`config.mk`:
```
export PLATFORM = sky130hd
export DESIGN_NAME = core_sequencer
export DESIGN_NICKNAME = d
export VERILOG_FILES = /design/src/rtl/core_sequencer.sv
export SDC_FILE = /design/constraint.sdc
export NUM_CORES = 1
export LEC_CHECK = 0
export BUFFER_PORTS_ARGS = -buffer_cell sky130_fd_sc_hd__buf_2
export CAP_MARGIN = 10
export CORE_UTILIZATION = 40
export DETAILED_ROUTE_END_ITERATION = 8
export GPL_ROUTABILITY_DRIVEN = 0
export PLACE_DENSITY = 0.69
export SYNTH_ARGS = -nofsm -noshare
export SYNTH_HDL_FRONTEND = slang
export SYNTH_SLANG_ARGS = --single-unit
```
`constraint.sdc`:
```
create_clock -name clock -period 4.2 [get_ports clock]
set_input_delay 0.84 -clock clock [delete_from_list [all_inputs] [get_ports clock]]
set_output_delay 0.84 -clock clock [all_outputs]
set_load 0.02 [all_outputs]
```
`src/rtl/core_sequencer.sv`:
```
`default_nettype none
// +----------------------------------------------------------------------------+
// | Module      : core_sequencer                                               |
// | Description : Multi-cycle control FSM for the BeeF core. Fetches one       |
// |               9-bit instruction and sequences decode, data-memory read,    |
// |               execute and write-back. Owns the program counter and         |
// |               resolves the CBF branch.                                     |
// | Revision    : 1.0 - initial release                                        |
// +----------------------------------------------------------------------------+
module core_sequencer #(
    parameter int         PC_WIDTH   = 8,
    // CBF is identified by the top three instruction bits.
    parameter logic [2:0] CBF_OPCODE = 3'b111
) (
    input  logic                clock,
    input  logic                reset,
    input  logic                start,
    input  logic                halt_req,
    output logic [PC_WIDTH-1:0] imem_addr,
    output logic                imem_req,
    input  logic                imem_valid,
    input  logic [8:0]          imem_data,
    output logic [8:0]          instr,
    input  logic [2:0]          address_select,
    input  logic [2:0]          alu_select,
    output logic [2:0]          addr_sel,
    output logic [2:0]          alu_sel,
    output logic                dmem_req,
    output logic                dmem_we,
    input  logic                dmem_ready,
    input  logic                cell_zero,
    input  logic [PC_WIDTH-1:0] branch_target,
    output logic                alu_en,
    output logic                retire,
    output logic                busy
);

    typedef enum logic [2:0] {
        ST_IDLE   = 3'd0,
        ST_FETCH  = 3'd1,
        ST_DECODE = 3'd2,
        ST_MEM    = 3'd3,
        ST_EXEC   = 3'd4,
        ST_WB     = 3'd5
    } state_t;

    localparam logic [PC_WIDTH-1:0] PC_STEP = {{(PC_WIDTH-1){1'b0}}, 1'b1};

    state_t              state;
    state_t              state_next;
    logic [PC_WIDTH-1:0] pc;
    logic [PC_WIDTH-1:0] pc_next;
    logic                load_instr;
    logic                load_sel;
    logic                is_cbf;

    assign imem_addr = pc;
    assign busy      = (state != ST_IDLE);
    assign is_cbf    = (instr[8:6] == CBF_OPCODE);

    // State, program counter and instruction/select registers.
    always_ff @(posedge clock) begin
        if (reset) begin
            state    <= ST_IDLE;
            pc       <= '0;
            instr    <= '0;
            addr_sel <= '0;
            alu_sel  <= '0;
        end else begin
            state <= state_next;
            pc    <= pc_next;
            if (load_instr) begin
                instr <= imem_data;
            end
            if (load_sel) begin
                addr_sel <= address_select;
                alu_sel  <= alu_select;
            end
        end
    end

    // Next-state, program-counter update and request/strobe outputs.
    always_comb begin
        state_next = state;
        pc_next    = pc;
        load_instr = 1'b0;
        load_sel   = 1'b0;
        imem_req   = 1'b0;
        dmem_req   = 1'b0;
        dmem_we    = 1'b0;
        alu_en     = 1'b0;
        retire     = 1'b0;

        case (state)
            ST_IDLE: begin
                if (start) begin
                    state_next = ST_FETCH;
                end
            end
            ST_FETCH: begin
                imem_req = 1'b1;
                if (imem_valid) begin
                    load_instr = 1'b1;
                    state_next = ST_DECODE;
                end
            end
            ST_DECODE: begin
                load_sel   = 1'b1;
                // Only INC/DEC, MVR/MVL and PSH/POP need the current cell.
                state_next = (alu_select <= 3'd2) ? ST_MEM : ST_EXEC;
            end
            ST_MEM: begin
                dmem_req = 1'b1;
                if (dmem_ready) begin
                    state_next = ST_EXEC;
                end
            end
            ST_EXEC: begin
                alu_en = 1'b1;
                case (alu_sel)
                    3'd0, 3'd2: begin
                        state_next = ST_WB;
                    end
                    3'd3: begin
                        retire  = 1'b1;
                        pc_next = (is_cbf && cell_zero) ? branch_target : pc + PC_STEP;
                    end
                    default: begin
                        // MVR/MVL and the NOP group just advance.
                        retire  = 1'b1;
                        pc_next = pc + PC_STEP;
                    end
                endcase
            end
            ST_WB: begin
                dmem_req = 1'b1;
                dmem_we  = 1'b1;
                if (dmem_ready) begin
                    retire  = 1'b1;
                    pc_next = pc + PC_STEP;
                end
            end
            default: begin
                state_next = ST_IDLE;
            end
        endcase

        // Every retiring path chooses between stopping and the next fetch.
        if (retire) begin
            state_next = halt_req ? ST_IDLE : ST_FETCH;
        end
    end

endmodule
`default_nettype wire

```
==> results, run 1 <==
- The element type at the critical path start is a flip-flop.
- Summed over all cells, the static leakage comes to 0.7392 nW.
- For the worst setup path, the data required time is 3.36 ns.
- The post-synthesis to final-layout area growth is 24.77%.
- At the end of the flow the core is filled with cells to 53.60%.
- Combinational logic burns 17.0% of the power.
- Synthesis produced a netlist with a net count of 199.
- The buffer levels on the longest clock path is 2.
- The synthesis-stage register bit count is 26.
- The final clock skew is 0.006171 ns.
- The number of buffers inserted during clock tree synthesis is 3.
- The slowest stage of the critical path is the sky130_fd_sc_hd__dfxtp_1 cell.
- The row count is 20.
- The die covers 0.003595 mm2.
- The final routed DRC violation total is 0.
- The clock transition time at the flip-flop clock pins of the worst setup and hold paths is 0.15 ns.
- Gates resized during post-CTS repair numbered 0.
- The die width is 59.96 um.
- The shortest period the worst path allows is 2.831 ns.
- In the final routed layout, each cell accounts on average for 12.47 um.
- The cell depth of the worst min-delay path is 2.
- The top cell family by delay on the critical path is flip-flops.
- The number of hold-slack violations in the final timing report is 0.
- The number of distinct library cell variants in the gate-level netlist after synthesis is 37.
- The power per cell area is 325.0 mW/mm2.
- The type of the most critical hold path is reg2reg.
- The HPWL after detailed placement is 2370 um.
- The total vias in the final route is 1343.
- The initial antenna violation count is 0.
- Yosys attributes the largest share of cell area to sky130_fd_sc_hd__dfxtp_1, sky130_fd_sc_hd__nand2_1, sky130_fd_sc_hd__a21oi_1.
- The number of maximum-capacitance constraint violations is 0.
- The number of warnings printed during yosys synthesis is 0.
- The via count of the first global-routing pass is 1145.
- The worst hold path terminates at instr[5].
- Synthesis handed over a netlist of 168 instances.
- The final number of max-transition violations is 0.
- The count of antenna diodes in the layout is 0.
- The worst register-to-register path ends at state[0].
- The aggregate global-route resource usage is 18.58%.
- The clock insertion delay at the later pin of the skew report is 0.33 ns.
- The internal portion of the total power is 0.3937 mW.
- The relative slew slack is 58.83%.
- CTS placed an instance of sky130_fd_sc_hd__clkbuf_4 at the clock tree root.
- By startpoint and endpoint, the worst setup path is classified as reg2out.
- The portion of total power attributed to the clock network is 32.4%.
- Cells with a size suffix above 1 make up 31.05% of the layout.
- Entering global routing, the biggest net connects 28 pins.
- Of all cell types, the one taking the most synthesized area is sky130_fd_sc_hd__dfxtp_1.
- The floorplan step set the die height to 59.96 um.
- Hold repair after CTS inserted 0 buffers.
- The peak supply drop is 0.0001850 V.
- The maximum level of the CTS H-tree is 1.
- The first-pass GRT wire length is 5057 um.
- After detailed routing, the number of vias per cell comes to 5.106.
- The starting utilization of the core area is 42.96%.
- The TritonCTS clock tree is done.
- The core region is 0.003128 mm2.
- The top fanout value on the critical path is 21.
- The share of total power dissipated in sequential elements is 50.5%.
- After clock tree synthesis, the setup repair step added 0 buffers.
- Counting cells, the worst reg-to-reg path comes to 5.
- The startpoint identified for the worst hold timing path is instr[5].
- The count of port buffers added during placement is 58.
- The I/O pin count is 59.
- The first-iteration detailed-routing DRC count is 62.
- In this run the biggest area consumer among cell types represents 38.73% of the synthesized area.
- The worst flop-to-flop path startpoint is state[0].
- Tracing the worst setup path back leads to its startpoint at state[0].
- The flow ran to the end, and the final reports show no timing, DRC or antenna violations.
- The part of the Yosys area used for sequential elements is 38.73%.
- The detail route stage leaves a number of antenna-violating nets equal to 0.
- The synthesized netlist occupies a cell area of 0.001344 mm2.
- The top cell types in the final layout, fill and taps aside, are sky130_fd_sc_hd__buf_2, sky130_fd_sc_hd__nand2_1, sky130_fd_sc_hd__dfxtp_1.
- Each instance of the synthesized netlist takes up on average 7.999 um2.
- The wire length after detailed routing is 3279 um.
- The total buffers and inverters traversed by the critical path is 2.
- Setup violations remaining at the end of the flow were counted as 0.
- The analysis attributes to net switching a power of 0.1512 mW.
- Summed over all failing endpoints, the final setup total negative slack is 0 ns.
- Net switching is 27.75% of the power.
- The final critical path takes up 67.40% of the cycle.
- The TritonCTS sink count is 26.
- The measured slew at the worst slew-check pin is 0.6167 ns.
- In this design, the stage delay of the slowest critical-path cell is 0.74 ns.
- The detailed-routing iteration count for the pre-antenna-repair pass is 4.
- The maximum operating frequency is 353.3 MHz.
- The number of logic stages on the critical path including buffering is 4.
- Data arrives at the worst endpoint at 1.99 ns.
- Setup repair after global routing left no endpoint under its margin.
- The signal on the critical path passes through nor3_1 -> or3_4 -> inv_2 -> buf_2.
- After global routing the overflow that remains totals 0.
- The total of fill cells in the finished design is 319.
- The register-to-register setup slack is 2.28 ns.
- The worst setup path is captured at a primary output.
- The most common cell after layout, fill and taps aside is sky130_fd_sc_hd__buf_2.
- The net count of the finished layout is 251.
-- metrics by stage --
| step | hold WS, ns | total power [mW] | std cells | instance area (um2) | setup slack [ns] |
|---|---|---|---|---|---|
| floorplan | 0.5332 | 0.3424 | 168 | 1344 | 1.787 |
| global placement | 0.4448 | 0.3729 | 259 | 1624 | 1.504 |
| detailed placement | 0.4472 | 0.3735 | 259 | 1624 | 1.493 |
| CTS | 0.4671 | 0.5500 | 263 | 1677 | 1.372 |
| global route | 0.4791 | 0.5689 | 263 | 1677 | 1.245 |
| finish | 0.4648 | 0.5449 | 263 | 1677 | 1.369 |
-- sequential cells by signal, indices dropped and copies added (netlist names) --
signal and count:
addr_sel 3, alu_sel 3, imem_addr 8, instr 9, state 3
-- how the worst max path moves through the flow --
stage,endpoint
after floorplan,retire
after global placement,retire
after detailed placement,retire
after CTS,retire
after global routing,retire
final,retire
-- synth_stat cells, drive strengths merged --
library cell	number
dfxtp	26
nand2	27
nor3b	1
inv	3
nor3	6
a21boi	1
nand4	1
o21ai	12
or4b	2
o2bb2ai	4
mux2i	8
a21oi	19
nand3b	1
buf	5
nor2b	6
nand2b	7
and3b	1
a211oi	3
nor2	12
nand3	4
nand4b	1
and2b	1
a31oi	2
ha	1
o32ai	2
a21o	1
clkbuf	6
or3	5
-- layer usage --
metal / GRT usage (%) / part of all wire [%]
met5: 0 / 0
met4: 6.312 / 1.1
met3: 3.247 / 5.4
met2: 29.84 / 45
met1: 25.03 / 49
-- worst reg2reg max path: stages (launching register included) --
cell and delay [ns]:
sky130_fd_sc_hd__dfxtp_1 0.74, sky130_fd_sc_hd__and2b_1 0.21, sky130_fd_sc_hd__or3_4 0.14, sky130_fd_sc_hd__inv_2 0.09, sky130_fd_sc_hd__or4b_1 0.50, sky130_fd_sc_hd__a31oi_1 0.17
-- kinds of logic (layout without fill, tap and decap cells) --
family / after synthesis / count (layout) / share of synthesized area [%]
compound gates: 44 / 44 / 19.55
fa+ha+maj: 1 / 1 / 0.9309
simple gates: 75 / 75 / 29.14
mux: 8 / 8 / 5.959
buf+inv: 14 / 65 / 5.679
flops: 26 / 26 / 38.73
-- area by class of cell --
class,instances,area [um2],area share [%]
flip-flops and latches,26,520.5,31.04
clock inverters,1,30.03,1.791
repair buffers,58,290.3,17.31
well taps,44,55.05,3.284
multi-input cells,128,747.0,44.55
clock buffers,3,22.52,1.343
inverters,3,11.26,0.6716
-- power by group through the flow --
stage	registers (mW)	logic, mW	clock network, mW
floorplan	0.280	0.0623	0
CTS	0.275	0.0937	0.181
detailed placement	0.280	0.0933	0
global placement	0.280	0.0928	0
finish	0.275	0.0928	0.177
global route	0.278	0.102	0.189
(Power assumes the default switching activity.)
==> run 2: changes to the inputs <==
ABC_AREA = 1   (was not set)
PLACE_DENSITY = 0.72   (was 0.69)
clock period = 2.45 ns   (was 4.2 ns; I/O delays follow)
==> results, run 2 <==
- Leaving out filler cells and counting taps, the final layout contains 298.
- The critical path's largest stage delay is 0.54 ns.
- In this run the standard cell core region covers 0.003103 mm2.
- For this run, the number of Yosys warnings is 0.
- Of all nets on the critical path, the largest fanout is 10.
- The total buffers and inverters traversed by the critical path is 1.
- The TritonCTS clock tree is done.
- Counting the buffers created by CTS gives 3.
- By area the synthesized netlist is led by sky130_fd_sc_hd__dfxtp_1, sky130_fd_sc_hd__nand2_1, sky130_fd_sc_hd__nor2_1.
- Synthesis inferred 26 register bits.
- The netlist area before placement is 0.001331 mm2.
- Relative to the synthesized area, the layout overhead comes to 25.56%.
- Of the total synthesized cell area, the portion taken by XOR and XNOR cells is 2.632%.
- The register with the most flip-flops in the layout has 9 of them.
- The number of distinct library cell variants in the gate-level netlist after synthesis is 24.
- The sequential cell area in the final layout is 520.5 um2.
- The leakage power of the design is 0.9254 nW.
- Counting the fill cells in the layout gives 350.
- Ranked by instance count, the synthesized netlist is headed by sky130_fd_sc_hd__nand2_1, sky130_fd_sc_hd__nor2_1, sky130_fd_sc_hd__dfxtp_1.
- The endpoint kind of the worst setup timing path is a primary output.
- The flip-flop cell with the highest count after synthesis is sky130_fd_sc_hd__dfxtp_1.
- The initial antenna violation count is 0.
- OpenSTA, run right after detailed placement, puts the worst setup slack at 0.7886 ns.
- The share of flip-flops with an asynchronous set or reset after synthesis is 0%.
- The number of nets at the end of the flow is 287.
- For this run, the total global-route usage over all layers was measured as 19.03%.
- The measured slew at the worst slew-check pin is 0.4033 ns.
- The instance count of the mapped netlist is 197.
- After floorplanning, the core was divided into 20 placement rows.
- Between clock sinks in the finished design, the worst skew comes to 0.01199 ns.
- The compound-gate portion of the synthesized area is 13.91%.
- Before antenna repair, the detailed router went through 4 iterations.
- The cell family contributing the most delay on the critical path is flip-flops.
- For the worst setup path, the data arrival time is 1.50 ns.
- The pin count of the biggest net entering global routing is 17.
- Setup violations remaining at the end of the flow were counted as 0.
- The destination of the worst hold path is instr[5].
- In the final layout, the multi-input gates occupy 719.4 um2.
- The via count of the first global-routing pass is 1226.
- The type of the most critical hold path is in2reg.
- Walking the worst path, the cells encountered are nand4_1 -> nand2_2 -> buf_2.
- Measured in cells, the most critical reg-to-reg path has a length of 7.
- The register with the most flip-flops is instr.
- The final routed DRC violation total is 0.
- The share of synthesized area in the top cell type comes to 39.10%.
- The power per cell area is 819.9 mW/mm2.
- The capture point of the worst reg-to-reg path is state[2].
- The count of port buffers added during placement is 58.
- The leftover overflow at the end of global routing is 0.
- The worst setup path is of the reg2out kind.
- In this run the clock root is driven by a sky130_fd_sc_hd__clkbuf_4.
- The post-CTS setup buffer count is 0.
- Setup slack closes at 0.4557 ns.
- Yosys instantiated no cell more often than sky130_fd_sc_hd__nand2_1.
- Across the VDD grid, the largest voltage drop is 0.0003438 V.
- Measured along the x axis, the die boundary spans 59.69 um.
- The final period utilization is 81.40%.
- After Yosys synthesis, and, or, nand and nor cells account for 36.56% of the synthesized area.
- The worst setup path is launched from a flip-flop.
- Counting every net in the synthesized netlist gives 228.
- The final number of max-transition violations is 0.
- Counting flops with a built-in enable in the synthesized netlist gives 0.
- In the layout the commonest cells are sky130_fd_sc_hd__buf_2, sky130_fd_sc_hd__nand2_1, sky130_fd_sc_hd__nor2_1.
- Setup slack on the worst reg-to-reg path comes out at 1.01 ns.
- The count of nets left with antenna violations once routing finished came out at 0.
- The I/O pin count is 59.
- The adder and majority cell fraction of the synthesized area is 0.9398%.
- The wire length after detailed routing is 3076 um.
- The number of instances in the placed design is 295.
- The floorplan die area is 0.003563 mm2.
- Of the synthesized area, sequential elements account for 39.10%.
- The fraction of final layout cells with drive strength greater than 1 is 30.31%.
- The most common cell after layout, fill and taps aside is sky130_fd_sc_hd__buf_2.
- After the first detailed-routing iteration, the DRC count stood at 104.
- From bottom edge to top edge, the die measures 59.69 um.
- The total vias in the final route is 1355.
- The later pin in the worst-skew pair is clocked with a latency of 0.32 ns.
- Subtracting the final worst setup slack from the clock period gives 1.994 ns.
- In this run the critical register-to-register path is launched from state[2].
- The HPWL after detailed placement is 2371 um.
- After detailed routing, the number of vias per cell comes to 4.547.
- Setup repair after global routing left no endpoint under its margin.
- The clock transition time at the flip-flop clock pins of the worst setup and hold paths is 0.14 ns.
- The first global-routing pass estimated 5092 um of wire.
- The worst-path cell with the longest stage delay is sky130_fd_sc_hd__dfxtp_1.
- The flow ran to the end, and the final reports show no timing, DRC or antenna violations.
- By area, the combinational part of the netlist is dominated by simple AND/OR/NAND/NOR gates.
- Summed over all instances, the cell type with the most area after synthesis is sky130_fd_sc_hd__dfxtp_1.
- On the final layout, the worst hold slack is 0.3940 ns.
- The post-cts repair resize count is 0.
- The number of antenna diodes in the final layout is 0.
- The number of hold buffers added after cts is 0.
- Measured against the total synthesized area, the mux share comes to 0%.
- The starting utilization of the core area is 42.90%.
- The number of hold-slack violations in the final timing report was 0.
- The worst hold path begins at imem_data[5].
- The per-instance average area after synthesis is 6.758 um2.
- No sink is reached through more buffers than the 2 on the longest clock path.
- The TritonCTS sink count is 26.
- The sum of negative setup slack is 0 ns.
- The maximum operating frequency is 501.4 MHz.
- STA puts the critical path data required time at 1.96 ns.
- The number of maximum-capacitance constraint violations is 0.
- In this run the tightest slew margin relative to its limit is 73.09%.
- In the final routed layout, each cell accounts on average for 10.32 um.
- Along the worst hold path, the cell count comes to 3.
- In this run the number of H-tree levels came out at 1.
-- run 2: cell count changes after synthesis, moves of 4 or more --
cell,before,now
sky130_fd_sc_hd__nand2_1,27,52
sky130_fd_sc_hd__nor2_1,12,35
sky130_fd_sc_hd__inv_1,2,13
sky130_fd_sc_hd__mux2i_1,8,0
sky130_fd_sc_hd__nand2b_1,6,0
sky130_fd_sc_hd__nor2b_1,6,0
sky130_fd_sc_hd__o21ai_1,0,6
sky130_fd_sc_hd__a21oi_1,19,14
sky130_fd_sc_hd__nor2_2,0,5
sky130_fd_sc_hd__nor3_1,5,0
sky130_fd_sc_hd__clkbuf_1,5,1
sky130_fd_sc_hd__nand2_2,0,4
sky130_fd_sc_hd__o2bb2ai_1,4,0
sky130_fd_sc_hd__or3_1,4,0
-- run 2: per-layer routing --
layer / GRT usage, % / up-vias / wire length [um]
met5: 0 / - / 0
met3: 1.948 / 2 / 98
met2: 30.48 / 27 / 1357
li1: - / 744 / -
met1: 25.60 / 582 / 1593
met4: 8.970 / 0 / 27
-- run 2: where the power goes --
group	total, mW	switching (mW)	internal [mW]
combinational	0.614	0.413	0.201
sequential	0.577	0.0759	0.501
clock	0.180	0.122	0.0574
total	1.37	0.611	0.760
-- run 2: layout make-up --
type	instances	share of cell area [%]
clock buffer	3	1.347
multi-input combinational	150	43.04
tap	44	3.293
timing repair buffer	58	17.37
inverter	17	3.817
sequential	26	31.14
-- run 2: kinds of logic (layout without fill, tap and decap cells) --
kind of cell,after synthesis,in the layout
AO/OA/AOI/OAI,36,36
AND/OR/NAND/NOR,109,109
flip-flops,26,26
buffers and inverters,21,78
XOR/XNOR,4,4
adder cells (fa/ha/maj),1,1
-- run 2: per-stage QoR --
stage	power, mW	area, um2	utilization (%)
finish	1.371	1672	53.87
global route	1.479	1672	53.87
CTS	1.371	1672	53.87
detailed placement	1.197	1649	53.15
global placement	1.191	1649	53.15
floorplan	1.024	1331	-
-- run 2: tightest hold or removal path, stage by stage --
cell,delay (ns)
sky130_fd_sc_hd__buf_2,0.07
sky130_fd_sc_hd__nor2_1,0.03
sky130_fd_sc_hd__nor2_1,0.08
-- run 2: worst max path at each step --
| stage | start | end | slack [ns] | depth (start not counted) |
|---|---|---|---|---|
| after floorplan | state[0] | alu_en | 1.05 | 3 |
| after global placement | dmem_ready | retire | 0.80 | 4 |
| after detailed placement | dmem_ready | retire | 0.79 | 4 |
| after CTS | state[2] | retire | 0.45 | 3 |
| after global routing | state[2] | retire | 0.35 | 3 |
| final | state[2] | retire | 0.46 | 3 |
==> run 3: changes to the inputs <==
PLACE_DENSITY = 0.69   (was 0.72)
clock period = 2 ns   (was 2.45 ns; I/O delays follow)
==> results, run 3 (synthesized netlist as in run 2, its figures left out) <==
- The flow ran to the end, and the final reports show no timing, DRC or antenna violations.
- The overall power after layout is 1.822 mW.
- The total vias in the final route is 1387.
- The height of the die is 59.69 um.
- The die width is 59.69 um.
- The clock passes through at most 2 buffers.
- The post-synthesis to final-layout area growth is 28.29%.
- The I/O pin count is 59.
- In this run the remaining antenna-violating nets after routing total 0.
- The worst path uses 92.27% of the clock period.
- After detailed routing, the number of remaining DRC violations is 0.
- The library cells used most frequently in the layout, excluding fill and tap cells, are sky130_fd_sc_hd__buf_2, sky130_fd_sc_hd__nand2_1, sky130_fd_sc_hd__nor2_1.
- The register with the most flip-flops in the layout has 9 of them.
- The final worst setup slack is 0.1546 ns.
- The element type at the critical path start is a flip-flop.
- The detailed-routing iteration count for the pre-antenna-repair pass is 4.
- Cells fill 55.04% of the core in the end.
- The internal portion of the total power is 1.067 mW.
- The critical hold path startpoint is imem_data[5].
- The wire length after detailed routing is 3094 um.
- The most common cell after layout, fill and taps aside is sky130_fd_sc_hd__buf_2.
- The sum of negative setup slack is 0 ns.
- The switching part of the total is 41.42%.
- The number of maximum-capacitance constraint violations is 0.
- The clock insertion delay at the later pin of the skew report is 0.32 ns.
- The number of endpoints failing setup at the final stage is 0.
- The final clock skew is 0.005367 ns.
- TritonCTS built the clock tree.
- The peak supply drop is 0.0004389 V.
- The critical path launch point is state[0].
- The first-pass GRT wire length is 5237 um.
- Once the floorplan was initialized, standard cells occupied 42.90% of the core.
- Data arrives at the worst endpoint at 1.45 ns.
- Timing analysis after detailed placement gives a worst setup slack of 0.4348 ns.
- The sequential share of power is 39.0%.
- The maximum level of the CTS H-tree is 1.
- The TritonCTS sink count is 26.
- The count of port buffers added during placement is 58.
- The critical path start-end classification is reg2out.
- The number of hold buffers added after cts is 0.
- In this run, the number of DRC markers left after iteration 0 of detailed routing was 115.
- The initial antenna violation count is 0.
- The number of buffers inserted during clock tree synthesis is 3.
- The leftover overflow at the end of global routing is 0.
- Cells with a size suffix above 1 make up 30.98% of the layout.
- The HPWL after detailed placement is 2406 um.
- The worst endpoint required time is 1.60 ns.
- The power per cell area is 1067 mW/mm2.
- The number of hold-slack violations in the final timing report is 0.
- Once placement completed, the tool counted placed cells totaling 295.
- The row count is 20.
- The combinational share of power is 41.3%.
- The relative slew slack is 73.31%.
- The top fanout value on the critical path is 10.
- Derived from the worst setup path, the maximum achievable clock frequency is 541.9 MHz.
- The clock transition time at the flip-flop clock pins of the worst setup and hold paths is 0.15 ns.
- For the pin with the worst max-slew slack, the measured transition is 0.4000 ns.
- In this run the power spent charging and discharging nets is 0.7546 mW.
- The shortest period the worst path allows is 1.845 ns.
- The final standard cell count with taps included and fillers excluded is 299.
- The final number of max-transition violations was 0.
- The count of antenna diodes in the layout is 0.
- Setup repair after global routing left no endpoint under its margin.
- The path class of the tightest hold or removal check is in2reg.
- The leakage power of the design is 0.9408 nW.
- The worst flop-to-flop path startpoint is state[0].
- The aggregate global-route resource usage is 18.97%.
- The via count of the first global-routing pass came to 1209.
- The number of nets at the end of the flow is 287.
- The final routed wire length divided by cell count is 10.35 um.
- In this run, the clock network consumes 19.7% of the power.
- STA classifies the critical path endpoint as a primary output.
- instr holds more flip-flops than any other register.
- The floorplan die area is 0.003563 mm2.
- The core region is 0.003103 mm2.
- The tree is rooted in a sky130_fd_sc_hd__clkbuf_4.
- The pin count of the biggest net entering global routing is 17.
- Using the TritonRoute via totals, the vias-per-cell ratio works out to 4.639.
run 3: cell types whose count changed in the layout (fill, tap and decap cells not counted), sizes merged:
cell,previous run,this run
bufinv,0,1
run 3: what timing repair did:
item / 4_1_cts / 5_1_grt
buffers inserted: 0 / 0
gates resized for setup: 0 / 2
setup endpoints to repair: 0 / 1
run 3: area by class of cell:
cell class / instances / area (um2)
inverters: 17 / 63.81
clock inverters: 1 / 30.03
clock buffers: 3 / 22.52
flip-flops and latches: 26 / 521.8
multi-input cells: 150 / 724.4
fillers: 346 / 1395
well taps: 44 / 55.05
repair buffers: 58 / 290.3
run 3: per-stage QoR:
stage          hold slack [ns]  instance area, um2
2_1_floorplan           0.5349                1331
3_3_place_gp            0.4547                1649
3_5_place_dp            0.4597                1649
4_1_cts                 0.2913                1702
5_1_grt                 0.3052                1708
6_report                0.2994                1708
run 3: worst max-delay path, stage by stage (launching register included):
cell	delay [ns]
sky130_fd_sc_hd__dfxtp_1	0.40
sky130_fd_sc_hd__nor2_2	0.23
sky130_fd_sc_hd__nand3_2	0.16
sky130_fd_sc_hd__nand2_4	0.15
sky130_fd_sc_hd__buf_2	0.19
run 3: power by group through the flow:
| stage | clock, mW | combinational, mW | sequential (mW) |
|---|---|---|---|
| final | 0.359 | 0.752 | 0.710 |
| after global routing | 0.381 | 0.852 | 0.727 |
| after CTS | 0.366 | 0.753 | 0.706 |
| after detailed placement | 0 | 0.751 | 0.718 |
| after global placement | 0 | 0.745 | 0.715 |
| after floorplan | 0 | 0.480 | 0.774 |
run 3: path summary, 6_finish.rpt:
kind / endpoint / slack, ns / depth (start not counted)
hold / removal: instr[5] / 0.30 / 3
setup reg to reg: imem_addr[6] / 0.67 / 7
setup / recovery: retire / 0.15 / 4
hold reg to reg: addr_sel[2] / 0.48 / 2
run 3: layer usage:
layer  vias up  share of wire, %  global-route usage (%)
met5         -                 0                       0
met4         0              0.65                   3.987
met3         2               4.5                   1.948
met2        35                46                   30.48
met1       604                49                   27.41
li1        746                 -                       -
